===== config.mk =====
export PLATFORM = sky130hd
export DESIGN_NAME = mem_loader
export DESIGN_NICKNAME = d
export VERILOG_FILES = /design/src/rtl/mem_loader.sv
export SDC_FILE = /design/constraint.sdc
export NUM_CORES = 1
export LEC_CHECK = 0
export CAP_MARGIN = 20
export CORE_ASPECT_RATIO = 1.2
export CORE_MARGIN = 3
export CORE_UTILIZATION = 48
export DETAILED_ROUTE_END_ITERATION = 8
export GPL_ROUTABILITY_DRIVEN = 0
export PLACE_DENSITY = 0.76
export REMOVE_ABC_BUFFERS = 1
export SLEW_MARGIN = 20
export SYNTH_ARGS = -nofsm -noshare
export SYNTH_HDL_FRONTEND = slang
export SYNTH_SLANG_ARGS = --single-unit

===== constraint.sdc =====
create_clock -name clk -period 1.7 [get_ports clk]
set_input_delay 0.17 -clock clk [delete_from_list [all_inputs] [get_ports clk]]
set_output_delay 0.17 -clock clk [all_outputs]
set_load 0.05 [all_outputs]

===== src/rtl/mem_loader.sv =====
// mem_loader
// Boot-time data-memory loader for the single-cycle RV32IM top level.
// Accepts a byte stream over a valid/ready handshake and packs the bytes
// little-endian into 32-bit words. Each word is written through the top
// level's external write port while the core is held in reset. After the
// last word the core is released.
//
// Optional feature: define LOADER_CHECKSUM_EN to require a trailing
// checksum byte. The 8-bit sum of all payload bytes plus this byte must
// equal zero, otherwise the loader parks in an error state.
//
// Parameters:
//   WORDS     number of 32-bit words per load (1..1024)
//   BASE_ADDR word-aligned byte address of the first word
//
// Ports:
//   clk           system clock, rising edge
//   reset         synchronous active-high reset
//   start         single-cycle pulse that begins a (re)load
//   in_valid      byte available on in_data
//   in_data       stream byte
//   in_ready      loader accepts a byte this cycle
//   Ext_MemWrite  external write strobe, high for one cycle per word
//   Ext_DataAdr   external write byte address
//   Ext_WriteData external write data word
//   cpu_reset     core reset, low only once the load has completed
//   busy          load in progress
//   done          load complete, core released
//   error         checksum failure (always 0 without LOADER_CHECKSUM_EN)
module mem_loader #(
  parameter int unsigned WORDS     = 64,
  parameter logic [31:0] BASE_ADDR = 32'h0000_0000
) (
  input  logic        clk,
  input  logic        reset,
  input  logic        start,
  input  logic        in_valid,
  input  logic [7:0]  in_data,
  output logic        in_ready,
  output logic        Ext_MemWrite,
  output logic [31:0] Ext_DataAdr,
  output logic [31:0] Ext_WriteData,
  output logic        cpu_reset,
  output logic        busy,
  output logic        done,
  output logic        error
);

  localparam int IDXW = $clog2(WORDS + 1);
  localparam logic [IDXW-1:0] LAST_IDX = IDXW'(WORDS - 1);

`ifdef LOADER_CHECKSUM_EN
  typedef enum logic [2:0] {IDLE, COLLECT, WRITE, CHECK, RUN, ERR} state_t;
`else
  typedef enum logic [2:0] {IDLE, COLLECT, WRITE, RUN} state_t;
`endif

  state_t r_state;
  state_t w_nextState;

  logic [IDXW-1:0] r_wordIdx;
  logic [1:0]      r_byteIdx;
  logic [23:0]     r_word;
  logic [31:0]     r_adr;
  logic [31:0]     r_wdata;
  logic            w_accept;
  logic            w_collectAccept;
  logic            w_startLoad;
  logic            w_lastByte;
  logic            w_lastWord;

  assign w_accept        = in_valid && in_ready;
  assign w_collectAccept = w_accept && (r_state == COLLECT);
  assign w_lastByte      = (r_byteIdx == 2'd3);
  assign w_lastWord      = (r_wordIdx == LAST_IDX);

  // A load can be (re)started only from the resting states; start is
  // deliberately ignored while a load is in flight.
  always_comb begin
    w_startLoad = 1'b0;
    case (r_state)
      IDLE, RUN: w_startLoad = start;
`ifdef LOADER_CHECKSUM_EN
      ERR:       w_startLoad = start;
`endif
      default:   w_startLoad = 1'b0;
    endcase
  end

`ifdef LOADER_CHECKSUM_EN
  logic [7:0] r_sum;
  logic [7:0] w_sumNext;
  assign w_sumNext = r_sum + in_data;
`endif

  // State register.
  always_ff @(posedge clk) begin
    if (reset) begin
      r_state <= IDLE;
    end else begin
      r_state <= w_nextState;
    end
  end

  // Next-state logic. WRITE always lasts one cycle; the final WRITE either
  // releases the core or, with the checksum enabled, waits for the check byte.
  always_comb begin
    w_nextState = r_state;
    case (r_state)
      IDLE:    if (start) w_nextState = COLLECT;
      COLLECT: if (w_accept && w_lastByte) w_nextState = WRITE;
      WRITE: begin
        if (w_lastWord) begin
`ifdef LOADER_CHECKSUM_EN
          w_nextState = CHECK;
`else
          w_nextState = RUN;
`endif
        end else begin
          w_nextState = COLLECT;
        end
      end
`ifdef LOADER_CHECKSUM_EN
      CHECK:   if (w_accept) w_nextState = (w_sumNext == 8'd0) ? RUN : ERR;
      ERR:     if (start) w_nextState = COLLECT;
`endif
      RUN:     if (start) w_nextState = COLLECT;
      default: w_nextState = IDLE;
    endcase
  end

  // Moore output decode; nothing here looks at the inputs.
  always_comb begin
    in_ready     = 1'b0;
    Ext_MemWrite = 1'b0;
    cpu_reset    = 1'b1;
    busy         = 1'b0;
    done         = 1'b0;
    error        = 1'b0;
    case (r_state)
      COLLECT: begin
        in_ready = 1'b1;
        busy     = 1'b1;
      end
      WRITE: begin
        Ext_MemWrite = 1'b1;
        busy         = 1'b1;
      end
`ifdef LOADER_CHECKSUM_EN
      CHECK: begin
        in_ready = 1'b1;
        busy     = 1'b1;
      end
      ERR:     error = 1'b1;
`endif
      RUN: begin
        cpu_reset = 1'b0;
        done      = 1'b1;
      end
      default: ;
    endcase
  end

  assign Ext_DataAdr   = r_adr;
  assign Ext_WriteData = r_wdata;

  // Datapath. The address/data registers are loaded on the edge that takes
  // the 4th byte, so they are already valid during the WRITE cycle and then
  // hold their value until the next word. Only the lower three bytes need
  // buffering; the 4th goes straight into the write-data register.
  always_ff @(posedge clk) begin
    if (reset) begin
      r_wordIdx <= '0;
      r_byteIdx <= '0;
      r_word    <= '0;
      r_adr     <= '0;
      r_wdata   <= '0;
`ifdef LOADER_CHECKSUM_EN
      r_sum     <= '0;
`endif
    end else begin
      if (w_startLoad) begin
        r_wordIdx <= '0;
        r_byteIdx <= '0;
`ifdef LOADER_CHECKSUM_EN
        r_sum     <= '0;
`endif
      end
      if (w_collectAccept) begin
        r_byteIdx <= r_byteIdx + 2'd1;
`ifdef LOADER_CHECKSUM_EN
        r_sum     <= w_sumNext;
`endif
        case (r_byteIdx)
          2'd0: r_word[7:0]   <= in_data;
          2'd1: r_word[15:8]  <= in_data;
          2'd2: r_word[23:16] <= in_data;
          default: begin
            r_wdata <= {in_data, r_word};
            r_adr   <= BASE_ADDR + (32'(r_wordIdx) << 2);
          end
        endcase
      end
      if (r_state == WRITE) begin
        r_wordIdx <= r_wordIdx + IDXW'(1);
      end
    end
  end

endmodule


==> Yosys cells after proc, flatten, opt, wreduce, memory -nomap -nowiden <==
Index checks and enable logic that the tools add are counted.
{ "totals": {"register_bits": 75, "input_bits": 12, "wordCells": 49} }
{ "op_classes": {"add_sub_neg": 2, "eq_ne": 9, "muxes": 14, "bitwise": 1, "reduce_logical": 15} }
{ "op_table": {"columns": ["operator", "n"], "rows": [
  ["$mux W7", 2],
  ["$reduce_and A2 Y1", 5],
  ["$pmux W3 S3", 1],
  ["$add A7 B1 Y7 const B", 1],
  ["$eq A7 B6 Y1 const B", 1],
  ["$eq A3 B2 Y1 const B", 2],
  ["$mux W1", 6],
  ["$mux W2", 3],
  ["$mux W3", 2],
  ["$eq A2 B2 Y1 const B", 2],
  ["$ne A2 B1 Y1 const B", 2],
  ["$reduce_bool A2 Y1", 2],
  ["$reduce_or A2 Y1", 2],
  ["$eq A3 B1 Y1 const B", 1],
  ["$logic_and A1 B1 Y1", 3],
  ["$logic_not A3 Y1", 1],
  ["$reduce_or A3 Y1", 1],
  ["$add A2 B1 Y2 const B", 1],
  ["$eq A2 B1 Y1 const B", 1],
  ["$logic_not A2 Y1", 1],
  ["$not A1 Y1", 1]
]} }

==> Logic depth before layout (Yosys ltp) <==
Gate-level depths: netlist of the first run.
{ "depth": {"depth_word": 6, "mapped_depth": 8, "depth_no_buf": 5} }

==> Worst setup path before layout of the first run <==
Ideal clock, no wire load.
{ "synth_path": {"path_kind": "flip-flop to flip-flop", "startpoint": "register r_state[1]", "endpoint": "register r_state[0]", "setup_time_ns": 0.115, "arrival_time_ns": 1.657, "t_required_ns": 1.585, "setup_slack_ns": -0.072, "stages_incl_launch_ff": 9, "path_buffers": 3, "path_cell_list": "dfxtp_1 > inv_1 > ha_1 > buf_4 > and3_1 > buf_2 > buf_6 > a21oi_1 > o21ba_1"} }
{ "synth_between": {"elab_chain_cells": 6, "word_cells_on_any_way": 12, "classes_between": "eq/ne: 5; mux: 2; reduce/logical: 5"} }
{ "synth_lines": {"columns": ["item", "line", "source"], "rows": [
  ["start, declared", "58", "state_t r_state;"],
  ["start signal, assigned", "101", "r_state <= w_nextState;"],
  ["$eq A3 B1 Y1", "140", "case (r_state)"],
  ["$mux W1", "140", null],
  ["named net in_ready", "39", "output logic in_ready,"],
  ["$logic_and A1 B1 Y1", "72", "assign w_accept = in_valid && in_ready;"],
  ["$logic_and A1 B1 Y1", "111", "COLLECT: if (w_accept && w_lastByte) w_nextState = WRITE;"],
  ["$ne A2 B1 Y1 (no line)", null, null],
  ["$reduce_and A2 Y1 (no line)", null, null]
]} }
The timed path passes the listed nets, and every way through them passes these cells.
A chain may end at the register's enable or synchronous reset.

==> Final worst setup path of the first run <==
{ "layout_path": {"startpoint": "register r_wdata[22] (netlist: Ext_WriteData[22])", "endpoint": "output Ext_WriteData[22]"} }
{ "layout_rtl": {"columns": ["item", "line", "source"], "rows": [
  ["start, declared", "65", "logic [31:0] r_wdata;"],
  ["start signal, assigned", "199", "r_wdata <= {in_data, r_word};"],
  ["end, declared", "42", "output logic [31:0] Ext_WriteData,"]
]} }
No word-level cell between the ends.

==> results.yml, run 1 <==
global_routing:
  grt_max_degree: 75
  track_usage_pct: 17.2
  antenna_found_initial: 0
  grt_pass1_vias: 2281
  grt_pass1_wl_um: 10100
  grt-ovfl-total: 0
die:
  start_util_pct: 49.8
  die-area_mm2: 0.00731
  rows: 31
  num_io_pins: 82
  fp.dieW_um: 78.5
  coreArea_mm2: 0.00609
  die_h_um: 93.0
timing:
  layout_setup_ws_ns: 0.0493
  skew_ns: 0.00633
  min_period_over_period_pct: 97.1
  finalWorstPathRequiredPeriod_ns: 1.65
  setup_violations: 0
  tightest_slew_ns: 0.516
  finalHoldViolCount: 0
  grt_setup_unrepaired: "no"
  slew-limit-headroom_pct: 65.5
  fmaxAchievable_mhz: 606
  slew_violations: 0
detailed_routing:
  drc_errors: 0
  first_pass_iters: 4
  drtAntennaViolNets: 0
  routed_wl_um: 5960
  routedWlPerCell_um: 12.2
  vias: 2377
  initialDrtViolationCount: 112
  vias_per_cell: 4.87
power_and_ir_drop:
  vdd_drop_max_mv: 0.667
  pwr_density_cell_mw_per_mm2: 1010
  p_leak_nw: 1.64
critical_path:
  slowest_stage: "clkdlybuf4s50_1"
  r2r-start: "r_state[0]"
  required_ns: 1.53
  critical_path.startpoint: "Ext_WriteData[22]"
  cpPeakStageDelay_ns: 0.81
  cp_cell_sequence: "clkdlybuf4s50_1"
  end_kind: "output pin"
  crit_fanout: 2
  arrival_ns: 1.48
  regToRegSetupSlack_ns: 0.14
  critPathTopFamily: "buffers and inverters"
  critical_path_class: "flop to output pin"
  path_buf_inv: 1
  start_kind: "flop"
layout:
  nets: 421
  final_cell_mix: "nand2_1, dfxtp_1, a21oi_1"
  drive_gt1_share_pct: 9.61
  num_antenna_cells: 0
  area_delta_synth_final_pct: 25.4
  final_cell_area_mm2: 0.00380
  n_fill_cell: 530
  multi_input_area_mm2: 0.00132
  seq_area_mm2: 0.00148
  layout_commonest_cell: "nand2_1"
synth:
  synth_mux_area_share_pct: 8.26
  synth_cells: 347
  synth-compound-area-share_pct: 10.5
  synthAdderAreaFrac_pct: 3.30
  synthesis.area_mm2: 0.00303
  synth_warnings: 0
  synthArstFlopShare_pct: 0
  synth_top_family_by_area: "simple AND/OR/NAND/NOR gates"
  ys.flop_type: "dfxtp_1"
  synth-xor-area-share_pct: 0
  synth-seq-area-share_pct: 48.9
  synth_edf_count: 0
  syn_avg_cell_area_um2: 8.73
  yosysUniqueCellTypes: 29
  synth-simple-area-share_pct: 18.2
  ys_seq_elements: 74
clocking:
  clk_pin_slew_ns: 0.07
  cts_sinks: 74
  root_buffer: "clkbuf_8"
  holdBufCountCts: 0
  cts_buffer_depth: 2
  cts_made_buffers: 9
  clock_latency_ns: 0.33
  post_cts_buffers: 0
  htreeDepth: 3
  cts_tree: "built"
place:
  portBuffers: 55
  place_area_mm2: 0.00357
  dp_hpwl_um: 4060
  pre_cts_ws_ns: 0.150
min_path:
  hp-start: "reset"
  hold_path.class: "input port to flop"
run:
  cap_violations: 0
outcome:
  status: "finished, final reports clean"
[sequential cells by signal, summed over array words and instances, names as in the netlist]
signal,count
Ext_WriteData,32
r_word,24
Ext_DataAdr,7
r_wordIdx,7
r_byteIdx,2
r_state,2
[synthesized netlist by cell type, drive strengths merged, types with 2 or more instances]
cell type	count	area [µm²]
or3	2	17.5
inv	6	22.5
nand3	10	65.1
a311oi	2	17.5
dfxtp	74	1480
ha	8	100
nor2	25	93.8
nand2b	3	18.8
o211ai	2	15.0
nand3b	2	15.0
nand4	2	12.5
mux2i	25	250
buf	37	267
clkbuf	9	33.8
a21oi	49	245
nand2	83	312
[kinds of logic (layout without fill, tap and decap cells)]
kind of cell,Yosys count,in the layout
adder cells (fa/ha/maj),8,8
buffers and inverters,52,86
flip-flops,74,74
other,1,26
AO/OA/AOI/OAI,57,57
multiplexers,25,25
AND/OR/NAND/NOR,130,130
[metal layers]
metal,GRT usage (%),wire length (µm)
met4,10.8,183
met5,0,0
met3,4.14,298
met2,27.9,2870
met1,20.3,2600
[worst paths after layout]
path                                     endpoint  cells past startpoint
worst max-delay path            Ext_WriteData[22]                      1
worst min-delay path                    r_word[0]                      3
worst max register to register         r_state[1]                      5
worst min register to register   Ext_WriteData[7]                      2
[layout make-up]
cell class | count | area share, %
clock inverters | 5 | 2.04
repair buffers | 64 | 17.2
clock buffers | 11 | 3.72
inverters | 6 | 0.592
well taps | 82 | 2.70
flip-flops and latches | 74 | 39.0
multi-input cells | 246 | 34.7
[through the flow]
step / cells / total power, mW / utilization [%] / hold WS [ns] / TNS [ns]
4_1_cts: 488 / 3.88 / 62.2 / 0.300 / 0
3_3_place_gp: 472 / 2.41 / 58.6 / 0.438 / 0
3_5_place_dp: 472 / 2.42 / 58.6 / 0.446 / 0
2_1_floorplan: 326 / 2.21 / - / 0.235 / -26.21
5_1_grt: 488 / 4.01 / 62.4 / 0.318 / 0
6_report: 488 / 3.84 / 62.4 / 0.300 / 0
[power breakdown]
group	switching (mW)	internal (mW)
Combinational	0.392	0.197
Clock	0.600	0.862
Sequential	0.0259	1.77
Total	1.02	2.83
[timing repair]
| item | CTS | global route |
|---|---|---|
| endpoints found under the setup margin | 0 | 5 |
| hold endpoints to repair | 0 | 0 |
| resized for setup | 0 | 5 |
No activity file was read; power rests on OpenSTA's default activity.
==> run 2, diff against run 1 <==
CAP_MARGIN = unset   (was 20)
REMOVE_ABC_BUFFERS = unset   (was 1)
==> run 2 against run 1 <==
Effect of this change: critical path depth unchanged; fmax shrank 0.36%; power increased by 1.6%; highest routed layer unchanged; combinational power about the same; first-iteration DRC count grew 21%; critical endpoint is now Ext_DataAdr[4]; core utilization increased by 0.43 points; largest cell class unchanged; clock-buffer cell count decreased by 1; critical path type unchanged; die area did not move; setup slack worse by 0.0059 ns.
==> results.yml, run 2 (synthesis gave the netlist of run 1 again) <==
die:
  fp.dieW_um: 78.5
  die_h_um: 93.0
  rows: 31
  start_util_pct: 49.8
  num_io_pins: 82
  coreArea_mm2: 0.00609
  die-area_mm2: 0.00731
timing:
  min_period_over_period_pct: 97.4
  grt_setup_unrepaired: "no"
  fmaxAchievable_mhz: 604
  skew_ns: 0.00877
  setup_violations: 0
  finalWorstPathRequiredPeriod_ns: 1.66
  slew_violations: 0
  finalHoldViolCount: 0
  slew-limit-headroom_pct: 65.7
  setup_tns_ns: 0
  tightest_slew_ns: 0.513
clocking:
  clock_latency_ns: 0.35
  cts_buffer_depth: 2
  clk_pin_slew_ns: 0.08
  root_buffer: "clkbuf_8"
  cts_tree: "built"
  cts_sinks: 74
  holdBufCountCts: 0
  cts_made_buffers: 9
  htreeDepth: 3
critical_path:
  slowest_stage: "clkdlybuf4s50_1"
  start_kind: "flop"
  end_kind: "output pin"
  crit_fanout: 2
  cp.depth: 1
  critical_path_class: "flop to output pin"
  arrival_ns: 1.49
  worstReg2RegEnd: "r_state[1]"
  ff2ff_path_depth: 5
  critical_path.startpoint: "Ext_DataAdr[4]"
  cpPeakStageDelay_ns: 0.81
  cp_cell_sequence: "clkdlybuf4s50_1"
  r2r-start: "r_state[0]"
  critPathTopFamily: "buffers and inverters"
  regToRegSetupSlack_ns: 0.16
  required_ns: 1.53
  crit_end: "Ext_DataAdr[4]"
  path_buf_inv: 1
layout:
  final_cell_mix: "nand2_1, dfxtp_1, a21oi_1"
  final_core_util_pct: 62.9
  num_antenna_cells: 0
  area_delta_synth_final_pct: 26.3
  instances_no_fill: 486
  n_fill_cell: 544
  layout_commonest_cell: "nand2_1"
  largest_reg_flops: 32
  drive_gt1_share_pct: 10.4
  seq_area_mm2: 0.00148
  nets: 419
  multi_input_area_mm2: 0.00132
min_path:
  worstHoldPathCells: 3
  hold_path.class: "input port to flop"
power_and_ir_drop:
  p_int_mw: 2.83
  p_sw_share_pct: 27.6
  clkPwrFrac_pct: 39.1
  p_comb_share_pct: 15.0
  p_total_mw: 3.90
  vdd_drop_max_mv: 0.619
  switchingPower_mw: 1.08
  pwr_density_cell_mw_per_mm2: 1020
  p_leak_nw: 1.94
  power.share.sequential_pct: 45.9
detailed_routing:
  drtAntennaViolNets: 0
  initialDrtViolationCount: 135
  vias_per_cell: 4.82
  routedWlPerCell_um: 12.9
  vias: 2342
  first_pass_iters: 4
  routed_wl_um: 6260
  drc_errors: 0
run:
  cap_violations: 0
place:
  dp_cells: 470
  dp_hpwl_um: 4240
  portBuffers: 55
global_routing:
  grt-ovfl-total: 0
  grt_max_degree: 75
  grt_pass1_wl_um: 10200
  grt_pass1_vias: 2208
  track_usage_pct: 17.8
  antenna_found_initial: 0
outcome:
  status: "finished, final reports clean"
[run 2: cell count changes in the layout (fill, tap and decap cells not counted)]
cell,delta
clkdlybuf4s50_1,-20
dlymetal6s2s_1,+16
buf_4,+1
clkbuf_1,-1
clkinv_2,-1
clkinvlp_4,+1
dlygate4sd2_1,+1
ha_1,-1
ha_2,+1
inv_6,+1
[run 2: worst min-delay path by stage]
stage / slack (ns) / start / endpoint
4_1_cts: 0.28 / reset / r_word[10]
5_1_grt: 0.29 / reset / r_word[9]
2_1_floorplan: 0.31 / in_data[0] / Ext_WriteData[24]
3_3_place_gp: 0.44 / r_word[5] / Ext_WriteData[5]
3_5_place_dp: 0.44 / r_word[6] / Ext_WriteData[6]
6_report: 0.29 / reset / r_wordIdx[0]
[run 2: routing by layer]
metal	share of wire, %	vias to the layer above	routed length [µm]	global-route usage, %
met5	0	-	0	0
met4	2.1	0	132	8.16
met1	42	1076	2650	21.1
met2	50	68	3100	29.2
met3	5.9	10	370	5.88
li1	-	1188	-	-
[run 2: metrics by stage]
stage,setup slack [ns],hold slack [ns],cell area (µm²)
floorplan,0.0268,0.306,3130
detailed placement,0.140,0.445,3550
finish,0.0434,0.291,3830
global route,0.000161,0.293,3830
CTS,0.000963,0.284,3770
global placement,0.179,0.438,3550
[run 2: repair_timing]
item / in CTS / in global routing
pin swaps: 0 / 0
resized for setup: 1 / 21
endpoints found under the hold margin: 0 / 0
buffers inserted: 0 / 0
setup endpoints to repair: 1 / 21
[run 2: layout make-up]
type | instances | share of cell area (%)
Clock buffer | 10 | 3.60
Clock inverter | 6 | 2.32
Inverter | 6 | 0.588
Sequential cell | 74 | 38.7
Timing Repair Buffer | 62 | 17.6
Multi-Input combinational cell | 246 | 34.6
Tap cell | 82 | 2.68
[run 2: power groups by stage]
| stage | logic, mW | clock network [mW] | registers, mW |
|---|---|---|---|
| after global placement | 0.580 | 0 | 1.83 |
| final | 0.586 | 1.53 | 1.79 |
| after CTS | 0.589 | 1.55 | 1.79 |
| after floorplan | 0.471 | 0 | 1.83 |
| after global routing | 0.629 | 1.63 | 1.80 |
| after detailed placement | 0.587 | 0 | 1.83 |
==> run 3, diff against run 2 <==
MAX_ROUTING_LAYER = met4   (was unset)
SETUP_SLACK_MARGIN = 0.2   (was unset)
==> run 3 against run 2 <==
Effect of this change: power fell by 2.1%; routed wire length rose by 4.5%; fmax rose by 13%; clock skew fell by 0.00055 ns; die area did not move; critical endpoint is now busy; largest cell class unchanged.
==> results.yml, run 3 (synthesis gave the netlist of run 1 again) <==
detailed_routing:
  routed_wl_um: 6540
  drtAntennaViolNets: 0
  vias_per_cell: 4.93
  initialDrtViolationCount: 80
  drc_errors: 0
  vias: 2419
  routedWlPerCell_um: 13.3
  first_pass_iters: 4
critical_path:
  worst_path_most_repeated_cell: "inv_1"
  end_kind: "output pin"
  cpPeakStageDelay_ns: 0.37
  critPathTopFamily: "flip-flops"
  path_buf_inv: 3
  required_ns: 1.53
  cp_cell_sequence: "inv_1 -> ha_4 -> inv_1 -> buf_12"
  start_kind: "flop"
  critical_path_class: "flop to output pin"
  crit_fanout: 5
  arrival_ns: 1.29
  regToRegSetupSlack_ns: 0.26
  slowest_stage: "dfxtp_4"
timing:
  slew_violations: 0
  setup_tns_ns: 0
  slew-limit-headroom_pct: 66.2
  min_period_over_period_pct: 85.9
  grt_setup_unrepaired: "no"
  finalWorstPathRequiredPeriod_ns: 1.46
  skew_ns: 0.00822
  fmaxAchievable_mhz: 685
  setup_violations: 0
  finalHoldViolCount: 0
  tightest_slew_ns: 0.509
clocking:
  root_buffer: "clkbuf_8"
  cts_tree: "built"
  cts_sinks: 74
  clock_latency_ns: 0.34
  holdBufCountCts: 0
  cts_buffer_depth: 2
  htreeDepth: 3
  clk_pin_slew_ns: 0.08
  cts_made_buffers: 9
layout:
  largest_reg_flops: 32
  final_cell_mix: "nand2_1, dfxtp_1, a21oi_1"
  num_antenna_cells: 0
  n_fill_cell: 537
  layout_commonest_cell: "nand2_1"
  instances_no_fill: 491
  area_delta_synth_final_pct: 26.2
  nets: 424
  drive_gt1_share_pct: 14.2
power_and_ir_drop:
  switchingPower_mw: 1.06
  power.share.sequential_pct: 47.1
  pwr_density_cell_mw_per_mm2: 1000
  p_leak_nw: 1.71
  clkPwrFrac_pct: 36.1
  p_sw_share_pct: 27.8
  vdd_drop_max_mv: 0.642
  p_int_mw: 2.76
  p_comb_share_pct: 16.8
global_routing:
  grt-ovfl-total: 0
  grt_pass1_wl_um: 10300
  track_usage_pct: 18.6
  grt_max_degree: 41
  antenna_found_initial: 0
  grt_pass1_vias: 2223
min_path:
  hold_path.class: "input port to flop"
die:
  die_h_um: 93.0
  fp.dieW_um: 78.5
  coreArea_mm2: 0.00609
  num_io_pins: 82
  rows: 31
  die-area_mm2: 0.00731
  start_util_pct: 49.8
place:
  dp_cells: 471
  dp_hpwl_um: 4430
  portBuffers: 55
run:
  cap_violations: 0
outcome:
  status: "finished, final reports clean"
[run 3: routing by layer]
metal	up-vias	global-route usage, %	part of all wire [%]
li1	1203	-	-
met1	1124	20.9	42
met4	0	9.62	2.2
met3	13	3.37	5.6
met2	79	31.3	50
met5	-	-	0
[run 3: worst register-to-register path, stage by stage, from the launching register on]
cell and delay (ns):
dfxtp_1 0.40, ha_2 0.25, nand4_1 0.13, or3_4 0.36, a211oi_2 0.22
[run 3: final timing paths]
kind	start	endpoint	cells after the start
max	r_state[0]	busy	4
min	reset	Ext_WriteData[9]	2
max reg2reg	r_wordIdx[1]	r_state[1]	4
min reg2reg	Ext_WriteData[30]	Ext_WriteData[30]	2
[run 3: power by group through the flow]
stage	Combinational [mW]	Clock, mW	Sequential, mW
after detailed placement	0.626	0	1.83
after global routing	0.687	1.48	1.80
after floorplan	0.494	0	1.83
after global placement	0.614	0	1.83
final	0.644	1.38	1.80
after CTS	0.629	1.40	1.80
[run 3: per-stage QoR]
step / setup slack, ns / power, mW / hold WS (ns) / area (µm²) / utilization [%]
after detailed placement: 0.153 / 2.46 / 0.446 / 3590 / 58.9
final: 0.240 / 3.82 / 0.284 / 3820 / 62.8
after floorplan: 0.171 / 2.32 / 0.306 / 3150 / -
after CTS: 0.197 / 3.83 / 0.277 / 3760 / 61.8
after global placement: 0.202 / 2.45 / 0.442 / 3590 / 58.9
after global routing: 0.168 / 3.97 / 0.321 / 3820 / 62.8
[run 3: cell type report]
type                    count  area (µm²)  share of cell area, %
clock buffers              12         155                   4.06
multi-input cells         246        1350                   35.4
repair buffers             67         654                   17.1
flip-flops and latches     74        1490                   38.9
well taps                  82         103                   2.68
inverters                   6        22.5                  0.589
clock inverters             4        50.0                   1.31
[run 3: what timing repair did]
action / 4_1_cts / 5_1_grt
hold endpoints to repair: 0 / 0
cloned: 0 / 1
pin swaps: 0 / 1
buffers inserted: 0 / 3
setup endpoints to repair: 29 / 38
gates resized for setup: 27 / 6
